--- src/rtl/gpio_board_pkg.sv ---
`default_nettype none
// ============================================================================
// Module   : gpio_board_pkg
// Purpose  : Shared constants for the GPIO board I/O block: gpio_in field
//            layout, digit count and the hex-to-7-segment glyph table.
// Revision : 1.0  initial release
// ============================================================================
package gpio_board_pkg;

    localparam int SW_LSB     = 0;
    localparam int KEY_LSB    = 18;
    localparam int SW_W       = 18;
    localparam int KEY_W      = 4;
    localparam int NUM_DIGITS = 8;
    localparam int DIG_W      = $clog2(NUM_DIGITS);

    typedef logic [6:0] seg_t;

    // Raw board inputs as they enter the synchronizer, key_n kept active-low.
    typedef struct packed {
        logic [KEY_W-1:0] key_n;
        logic [SW_W-1:0]  sw;
    } board_in_t;

    // Active-low glyphs, bit order {g,f,e,d,c,b,a}.
    localparam seg_t HEX_SEG [16] = '{
        7'h40, 7'h79, 7'h24, 7'h30,   // 0 1 2 3
        7'h19, 7'h12, 7'h02, 7'h78,   // 4 5 6 7
        7'h00, 7'h10, 7'h08, 7'h03,   // 8 9 A b
        7'h46, 7'h21, 7'h06, 7'h0E    // C d E F
    };

    function automatic seg_t hex_seg(input logic [3:0] nib);
        return HEX_SEG[nib];
    endfunction

endpackage
`default_nettype wire

--- src/rtl/gpio_board_io_if.sv ---
`default_nettype none
// ============================================================================
// Module   : gpio_board_io_if
// Purpose  : Board-side bundle of the GPIO block: CPU GPIO words, switches,
//            pushbuttons and 7-segment display drive.
// Revision : 1.0  initial release
// ============================================================================
interface gpio_board_io_if;
    import gpio_board_pkg::*;

    logic [31:0]         gpio_out;
    logic [31:0]         gpio_in;
    logic [SW_W-1:0]     sw;
    logic [KEY_W-1:0]    key_n;
    seg_t                seg_n;
    logic [NUM_DIGITS-1:0] dig_sel_n;

    modport master (
        output gpio_out, sw, key_n,
        input  gpio_in, seg_n, dig_sel_n
    );

    modport slave (
        input  gpio_out, sw, key_n,
        output gpio_in, seg_n, dig_sel_n
    );

endinterface
`default_nettype wire

--- src/rtl/gpio_board_debounce.sv ---
`default_nettype none
// ============================================================================
// Module   : gpio_board_debounce
// Purpose  : 2-flop synchronizer plus tick-sampled debouncer for WIDTH bits.
//            Debounce logic present only with GPIO_BOARD_DEBOUNCE_EN defined;
//            otherwise the synchronized level is passed straight through.
// Revision : 1.0  initial release
// ============================================================================
module gpio_board_debounce #(
    parameter int               WIDTH      = 22,
    parameter int               DEB_CYCLES = 250000,
    parameter logic [WIDTH-1:0] RST_VAL    = '0
) (
    input  wire               clk,
    input  wire               rst,
    input  wire [WIDTH-1:0]   i_async,
    output logic [WIDTH-1:0]  o_level
);

    logic [WIDTH-1:0] r_sync1;
    logic [WIDTH-1:0] r_sync2;

    always_ff @(posedge clk or posedge rst) begin
        if (rst) begin
            r_sync1 <= RST_VAL;
            r_sync2 <= RST_VAL;
        end else begin
            r_sync1 <= i_async;
            r_sync2 <= r_sync1;
        end
    end

`ifdef GPIO_BOARD_DEBOUNCE_EN
    localparam int c_CNT_W = $clog2(DEB_CYCLES);

    logic [c_CNT_W-1:0] r_tick_cnt;
    logic [WIDTH-1:0]   r_samp;
    logic [WIDTH-1:0]   r_db;
    logic               w_tick;
    logic [WIDTH-1:0]   w_stable;

    always_comb begin
        w_tick   = (r_tick_cnt == c_CNT_W'(DEB_CYCLES - 1));
        w_stable = ~(r_sync2 ^ r_samp);
    end

    // A bit follows its sample only once two consecutive ticks agree.
    always_ff @(posedge clk or posedge rst) begin
        if (rst) begin
            r_tick_cnt <= '0;
            r_samp     <= RST_VAL;
            r_db       <= RST_VAL;
        end else if (w_tick) begin
            r_tick_cnt <= '0;
            r_samp     <= r_sync2;
            r_db       <= (w_stable & r_sync2) | (~w_stable & r_db);
        end else begin
            r_tick_cnt <= r_tick_cnt + c_CNT_W'(1);
        end
    end

    assign o_level = r_db;
`else
    assign o_level = r_sync2;
`endif

endmodule
`default_nettype wire

--- src/rtl/gpio_board_io.sv ---
`default_nettype none
// ============================================================================
// Module   : gpio_board_io
// Purpose  : Switch/key input port and 8-digit multiplexed hex display for a
//            CPU GPIO block. Debounce enabled by GPIO_BOARD_DEBOUNCE_EN.
// Revision : 1.0  initial release
// ============================================================================
module gpio_board_io
    import gpio_board_pkg::*;
#(
    parameter int SCAN_DIV   = 50000,
    parameter int DEB_CYCLES = 250000
) (
    input  wire             clk,
    input  wire             rst,
    gpio_board_io_if.slave  bus
);

    localparam int c_SCAN_W = $clog2(SCAN_DIV);
    localparam board_in_t c_IN_RST = '{key_n: '1, sw: '0};

    board_in_t              w_raw;
    board_in_t              w_level;
    logic [31:0]            w_gpio_in;

    logic [c_SCAN_W-1:0]    r_scan_cnt;
    logic [DIG_W-1:0]       r_digit;
    logic [31:0]            r_disp;
    logic [31:0]            r_gpio_in;
    seg_t                   r_seg_n;
    logic [NUM_DIGITS-1:0]  r_dig_sel_n;

    logic                   w_wrap;
    logic [c_SCAN_W-1:0]    w_scan_nxt;
    logic [DIG_W-1:0]       w_digit_nxt;
    logic [31:0]            w_disp_nxt;
    logic [3:0]             w_nibble;

    assign w_raw = '{key_n: bus.key_n, sw: bus.sw};

    gpio_board_debounce #(
        .WIDTH      ($bits(board_in_t)),
        .DEB_CYCLES (DEB_CYCLES),
        .RST_VAL    (c_IN_RST)
    ) u_debounce (
        .clk     (clk),
        .rst     (rst),
        .i_async (w_raw),
        .o_level (w_level)
    );

    always_comb begin
        w_gpio_in                     = '0;
        w_gpio_in[SW_LSB +: SW_W]     = w_level.sw;
        w_gpio_in[KEY_LSB +: KEY_W]   = ~w_level.key_n;
    end

    // Outputs are computed from next-state so they line up with the counters.
    always_comb begin
        w_wrap      = (r_scan_cnt == c_SCAN_W'(SCAN_DIV - 1));
        w_scan_nxt  = w_wrap ? '0 : r_scan_cnt + c_SCAN_W'(1);
        w_digit_nxt = w_wrap ? r_digit + DIG_W'(1) : r_digit;
        w_disp_nxt  = (w_wrap && r_digit == DIG_W'(NUM_DIGITS - 1)) ? bus.gpio_out : r_disp;
        w_nibble    = w_disp_nxt[4*w_digit_nxt +: 4];
    end

    always_ff @(posedge clk or posedge rst) begin
        if (rst) begin
            r_scan_cnt  <= '0;
            r_digit     <= '0;
            r_disp      <= '0;
            r_gpio_in   <= '0;
            r_seg_n     <= 7'h7F;
            r_dig_sel_n <= '1;
        end else begin
            r_scan_cnt <= w_scan_nxt;
            r_digit    <= w_digit_nxt;
            r_disp     <= w_disp_nxt;
            r_gpio_in  <= w_gpio_in;
            // Segments switch only while every digit is blanked.
            if (w_scan_nxt == '0) begin
                r_dig_sel_n <= '1;
                r_seg_n     <= hex_seg(w_nibble);
            end else begin
                r_dig_sel_n <= ~(NUM_DIGITS'(1) << w_digit_nxt);
            end
        end
    end

    assign bus.gpio_in   = r_gpio_in;
    assign bus.seg_n     = r_seg_n;
    assign bus.dig_sel_n = r_dig_sel_n;

endmodule
`default_nettype wire

--- src/flat_wrapper.sv ---
// flat-port wrapper written by rule: the top's interface ports become plain ports
module gpio_board_io_flat import gpio_board_pkg::*;
#(
    parameter int SCAN_DIV   = 50000,
    parameter int DEB_CYCLES = 250000
)
  (clk, rst, bus_gpio_out, bus_sw, bus_key_n, bus_gpio_in, bus_seg_n, bus_dig_sel_n);
  gpio_board_io_if bus_i ();
  input  wire clk;
  input  wire rst;
  input wire logic [$bits(bus_i.gpio_out)-1:0] bus_gpio_out;
  input wire logic [$bits(bus_i.sw)-1:0] bus_sw;
  input wire logic [$bits(bus_i.key_n)-1:0] bus_key_n;
  output wire logic [$bits(bus_i.gpio_in)-1:0] bus_gpio_in;
  output wire logic [$bits(bus_i.seg_n)-1:0] bus_seg_n;
  output wire logic [$bits(bus_i.dig_sel_n)-1:0] bus_dig_sel_n;
  assign bus_i.gpio_out = bus_gpio_out;
  assign bus_i.sw = bus_sw;
  assign bus_i.key_n = bus_key_n;
  assign bus_gpio_in = bus_i.gpio_in;
  assign bus_seg_n = bus_i.seg_n;
  assign bus_dig_sel_n = bus_i.dig_sel_n;
  gpio_board_io #(.SCAN_DIV(SCAN_DIV), .DEB_CYCLES(DEB_CYCLES)) u_core (.clk(clk), .rst(rst), .bus(bus_i));
endmodule
--- config.mk ---
export PLATFORM = sky130hd
export DESIGN_NAME = gpio_board_io_flat
export DESIGN_NICKNAME = d
export VERILOG_FILES = /design/src/rtl/gpio_board_pkg.sv /design/src/rtl/gpio_board_io_if.sv /design/src/rtl/gpio_board_debounce.sv /design/src/rtl/gpio_board_io.sv /design/src/flat_wrapper.sv
export SDC_FILE = /design/constraint.sdc
export NUM_CORES = 1
export LEC_CHECK = 0
export ABC_AREA = 1
export BUFFER_PORTS_ARGS = -buffer_cell sky130_fd_sc_hd__buf_2
export CAP_MARGIN = 20
export CORE_ASPECT_RATIO = 1.4
export CORE_UTILIZATION = 35
export DETAILED_ROUTE_END_ITERATION = 8
export GPL_TIMING_DRIVEN = 1
export HOLD_SLACK_MARGIN = 0.1
export PLACE_DENSITY = 0.59
export REMOVE_ABC_BUFFERS = 1
export SETUP_SLACK_MARGIN = 0.2
export SYNTH_ARGS = -nofsm -noshare
export SYNTH_HDL_FRONTEND = slang
export SYNTH_SLANG_ARGS = --single-unit
--- constraint.sdc ---
create_clock -name clk -period 4.6 [get_ports clk]
set_input_delay 0.92 -clock clk [delete_from_list [all_inputs] [get_ports clk]]
set_output_delay 0.92 -clock clk [all_outputs]
set_load 0.02 [all_outputs]
Word-level counts from Yosys, hierarchy flattened --
Memory sizes are Yosys's and may differ from the RTL's. A register that Yosys moved wholly into a read port is not among the register bits. Index checks and enable logic that the tools add are counted.
Cells by class: bitwise operators 3, muxes and demuxes 4, multiply operators 0, shifts and indexed selects 2, div/mod/pow operators 0, reduce and logical (&&, ||, !) cells 2, order comparisons 0, equal/unequal tests 2, add/subtract/negate cells 2
Operator list (count):
- 32-bit two-way mux | 1
- 32-bit by 6-bit indexed part select with 4-bit output | 1
- 16-bit by 1-bit adder with 16-bit output (second input constant) | 1
- 16-bit equality test (second input constant) | 1
- 16-bit zero test | 1
- 16-bit two-way mux | 1
- 8-bit two-way mux | 1
- 8-bit NOT | 1
- 1-bit by 3-bit << shifter with 8-bit output (first input constant) | 1
- 4-bit NOT with 5-bit output | 1
- 4-bit NOT | 1
- 3-bit by 1-bit adder with 3-bit output (second input constant) | 1
- 3-bit equality test (second input constant) | 1
- 3-bit two-way mux | 1
- 1-bit logical AND | 1
Storage, ports and cells: memory bits (writable) 0, memories 1, memory bits (read-only) 112, latch bits 0, output and inout bits 47, bits of input ports 56, register bits after elaboration 125
Memories:
- (name not given) | words 16, bits a word 7, rd ports 1, clocked after memory_dff 1, wr ports 0, RTL line gpio_board_pkg.sv:34 | return HEX_SEG[nib];

Longest topological paths before layout --
depth in word-level cells 5, mapped depth 23, gate-level depth less buffers 22

Cells and area by module --
Synthesis repeated with hierarchy kept, for this count alone.
Second synthesis, totals: cells, all modules 636, area, all modules 5784.3 um^2
By module, submodules not included:
- gpio_board_io | area an instance 4669.5 um^2, cells an instance 591, instances 1, seq. area each 2220.9 um^2
- gpio_board_debounce | area an instance 1114.8 um^2, cells an instance 45, instances 1, seq. area each 1111.1 um^2

Worst setup path before layout --
Ideal clock, no wire load.
path kind reg-to-reg, from register u_core.r_scan_cnt[0], to register u_core.r_seg_n[1] (netlist: u_core.bus.seg_n[1]), slack 2139 ps, arrival time 2401 ps, cell stages (with the launch flop) 19, cells stage by stage dfrtp_1 > ha_1 > nand3_4 > nor2_8 > nand3_4 > buf_2 > nand2_1 > nand2_1 > nor2_1 > nor2_1 > nand2_1 > nand2_1 > nand2_1 > inv_1 > ha_1 > nand3_1 > a21oi_1 > nand2_1 > nand2_1
Between the ends: word-level cells in the longest chain between the ends 5, elaborated cells on any way between the ends 9
RTL lines:
- start, declared | RTL line gpio_board_io.sv:26 | logic [c_SCAN_W-1:0] r_scan_cnt;
- start signal, assigned | RTL line gpio_board_io.sv:76 | r_scan_cnt <= w_scan_nxt;
- 16-bit equality test | RTL line gpio_board_io.sv:60 | w_wrap = (r_scan_cnt == c_SCAN_W'(SCAN_DIV - 1));
- 1-bit logical AND | RTL line gpio_board_io.sv:63 | w_disp_nxt = (w_wrap && r_digit == DIG_W'(NUM_DIGITS - 1)) ? bus.gpio_out : r_disp;
- 32-bit two-way mux | RTL line gpio_board_io.sv:63
- 32-bit by 6-bit indexed part select with 4-bit output | RTL line gpio_board_io.sv:64 | w_nibble = w_disp_nxt[4*w_digit_nxt +: 4];
- 4-bit NOT with 5-bit output (not written as such) | RTL line gpio_board_pkg.sv:34
- end, declared | RTL line gpio_board_io.sv:30 | seg_t r_seg_n;
Several ways; a longest one is shown, not always the timed one.

Worst setup path in the final report --
Ends and elaborated chain as after synthesis.

==> metrics.csv <==
metric,value,unit
crit-path max cell delay,0.42,ns
crit start category,register,
type of the tightest min-delay check,register to register,
"Cell Chain, Critical Path",ha_1 > nand3_4 > nor2_8 > nand3_4 > nand2_1 > nand3_1 > nand2_1 > nand2_1 > nand2_1 > nand2_1 > nand2_1 > inv_1 > ha_1 > nand3_1 > a21oi_1 > nand2_1 > nand2_1,
I/O pins,103,
met2 wire len,5.98,mm
area grow syn2layout,21.0,%
fin util,43.8,%
MaxCap Viol Count,0,
Power Total,2.57,mW
crit path max fanout,42,
Avg WL per Cell,12.6,um
outcome,finished clean,
setup TNS,0,ns
Clock Skews,0.00728,ns
Vias,4144,
Top Layer Used,met4,
Port Buffers,92,
Mean Syn Cell Area,9.08,um^2
1st-iter DRT viols,150,
Worst-Margin Slew,0.693,ns
TritonCTS Buffers,17,
clock sinks,132,
CP Data Arrival Time,3.50,ns
Yosys reg bits,132,
Final HPWL DP,8.47,mm
vias per cell,4.39,
M1 WL,5.11,mm
worst r2r path cells,17,
first-pass GRT wire length,20.1,mm
Critical Path Source,u_core.r_scan_cnt[0],
post-synth top area cell,dfrtp_1,
Post-DRT Antenna Nets,0,
Yosys warning count,0,
Met3 Wirelength,406,um
pre-CTS WS,1.46,ns
Max Slew Vio Count,0,
DRC Markers,0,
post-layout worst setup margin,1.47,ns
final setup fails,0,
Clock Tree Root,clkbuf_16,
diodes inserted,0,
Post-CTS Setup Inserts,0,
worst setup path endpoint,u_core.bus.seg_n[1],
FF-to-FF setup slack,1.47,ns
relative max-transition margin,53.8,%
initial antenna violation count,0,
Die Wd,110,um
period utilization,68.1,%
Starting Density,36.2,%
crit path time final,3.13,ns
CTS tree,yes,
final net count,799,
Mapped Cells,630,
row count,54,
"most common cell after layout, fill and taps aside",nand2_1,
die footprint,16900,um^2
Area contributors post-synth,"dfrtp_1, dfstp_2, nand2_1",
Pleak,3.84,nW
CTS Hold Buffers Added,0,
Pre-antenna DRT Iters,4,
layout cells sized above 1,25.8,%
final count of hold timing violations,0,
Die Ht,153,um
final wirelength,11.8,mm
CTS Buffer Depth,2,
Clock Pin Slew Worst Setup and Hold Paths,0.06,ns
CP dominant cell by count,nand2_1,
RSZ-0062 raised after global routing,no,
largest net degree at the start of global routing,133,
CORE AREA,15800,um^2
H-tree Lvls,4,
PostCTS Resize Cnt,0,
Synth top area share,47.7,%
Max Clk Rate,319,MHz
register area share after synthesis,58.2,%
final RePlAce weighted congestion,0.854,
Crit Path Class,register to register,
vias in the first global route,4127,
Unique masters post-synth,38,
CP Capture Type,register,
Reg2Reg Capture Point,u_core.bus.seg_n[1],
global-route usage over all layers,15.9,%
VDD IR max,0.000184,V
PwrDens,371,nW/um^2
grt total ovfl,0,
synthesized area,5720,um^2
worst-skew pair later-pin latency,0.42,ns
worst path required time,4.97,ns
CP max stage cell,nand3_4,
most frequent cells in the layout,"nand2_1, inv_1, dfrtp_1",
reg2reg start,u_core.r_scan_cnt[0],
[cells in the mapped netlist, drive strengths merged]
library cell / instances
nand2: 167
inv: 122
dfrtp: 109
nor2: 66
nand3: 54
dfstp: 23
nand4: 19
buf: 18
o21ai: 16
ha: 9
nor3: 8
and2: 2
nand3b: 2
o21a: 2
o21bai: 2
or2: 2
xor2: 2
a21boi: 1
a21oi: 1
a31oi: 1
clkbuf: 1
conb: 1
nor4: 1
xnor2: 1
[power breakdown]
| group | leakage, nW | total, mW | switching (mW) | internal (mW) |
|---|---|---|---|---|
| registers | 1.59 | 1.20 | 0.00647 | 1.19 |
| logic | 1.97 | 0.0829 | 0.0568 | 0.0261 |
| clock network | 0.273 | 1.29 | 0.562 | 0.728 |
| total | 3.84 | 2.57 | 0.625 | 1.95 |
[metal layers]
metal / up-vias / track usage [%]
met5: - / 0
li1: 2117 / -
met1: 1912 / 19.2
met2: 86 / 25.8
met3: 29 / 3.62
met4: 0 / 8.57
[worst max-delay path: cells and delay by family, from the launching register on]
kind	cells	cell delay [ns]
and+or+nand+nor	13	1.82
DFF	1	0.40
AOI/OAI and AO/OA	1	0.15
adders and majority gates	2	0.57
buffers and inverters	1	0.14
[flip-flops by register name, indices dropped and copies added (netlist names)]
| signal | cells |
|---|---|
| u_core.r_disp | 32 |
| u_core.u_debounce.o_level | 22 |
| u_core.bus.gpio_in | 22 |
| u_core.r_digit | 3 |
| u_core.u_debounce.r_sync1 | 22 |
| u_core.bus.seg_n | 7 |
| u_core.r_scan_cnt | 16 |
| u_core.bus.dig_sel_n | 8 |
[worst min path at each step]
stage                                              from                     end  slack (ns)  cells past startpoint
after floorplan            u_core.u_debounce.o_level[0]   u_core.bus.gpio_in[0]        0.33                      0
after global placement     u_core.u_debounce.o_level[9]   u_core.bus.gpio_in[9]        0.33                      0
after CTS                 u_core.u_debounce.o_level[10]  u_core.bus.gpio_in[10]        0.35                      0
after global routing       u_core.u_debounce.o_level[3]   u_core.bus.gpio_in[3]        0.35                      0
after detailed placement  u_core.u_debounce.o_level[12]  u_core.bus.gpio_in[12]        0.33                      0
final                      u_core.u_debounce.o_level[9]   u_core.bus.gpio_in[9]        0.35                      0
[area by class of cell]
| class | count | area [um^2] |
|---|---|---|
| fillers | 1549 | 8880 |
| flip-flops and latches | 132 | 3330 |
| multi-input cells | 366 | 1820 |
| repair buffers | 95 | 495 |
| inverters | 122 | 460 |
| clock buffers | 18 | 439 |
| well taps | 196 | 245 |
| clock inverters | 14 | 129 |
[metrics by stage]
| stage | hold slack (ns) | area, um^2 | cells |
|---|---|---|---|
| 6_report | 0.346 | 6930 | 943 |
| 2_1_floorplan | 0.331 | 5610 | 620 |
| 5_1_grt | 0.353 | 6930 | 943 |
| 3_5_place_dp | 0.335 | 6360 | 911 |
| 4_1_cts | 0.348 | 6930 | 943 |
| 3_3_place_gp | 0.331 | 6360 | 911 |
[kinds of logic after synthesis]
group	count (synthesis)	synth area share, %
and+or+nand+nor	321	26.3
buffers and inverters	141	10.5
DFF	132	58.2
AOI/OAI and AO/OA	23	2.45
adders and majority gates	9	1.97
xor gates and xnor gates	3	0.459
other	1	0.0655
No activity file was read; power rests on OpenSTA's default activity.
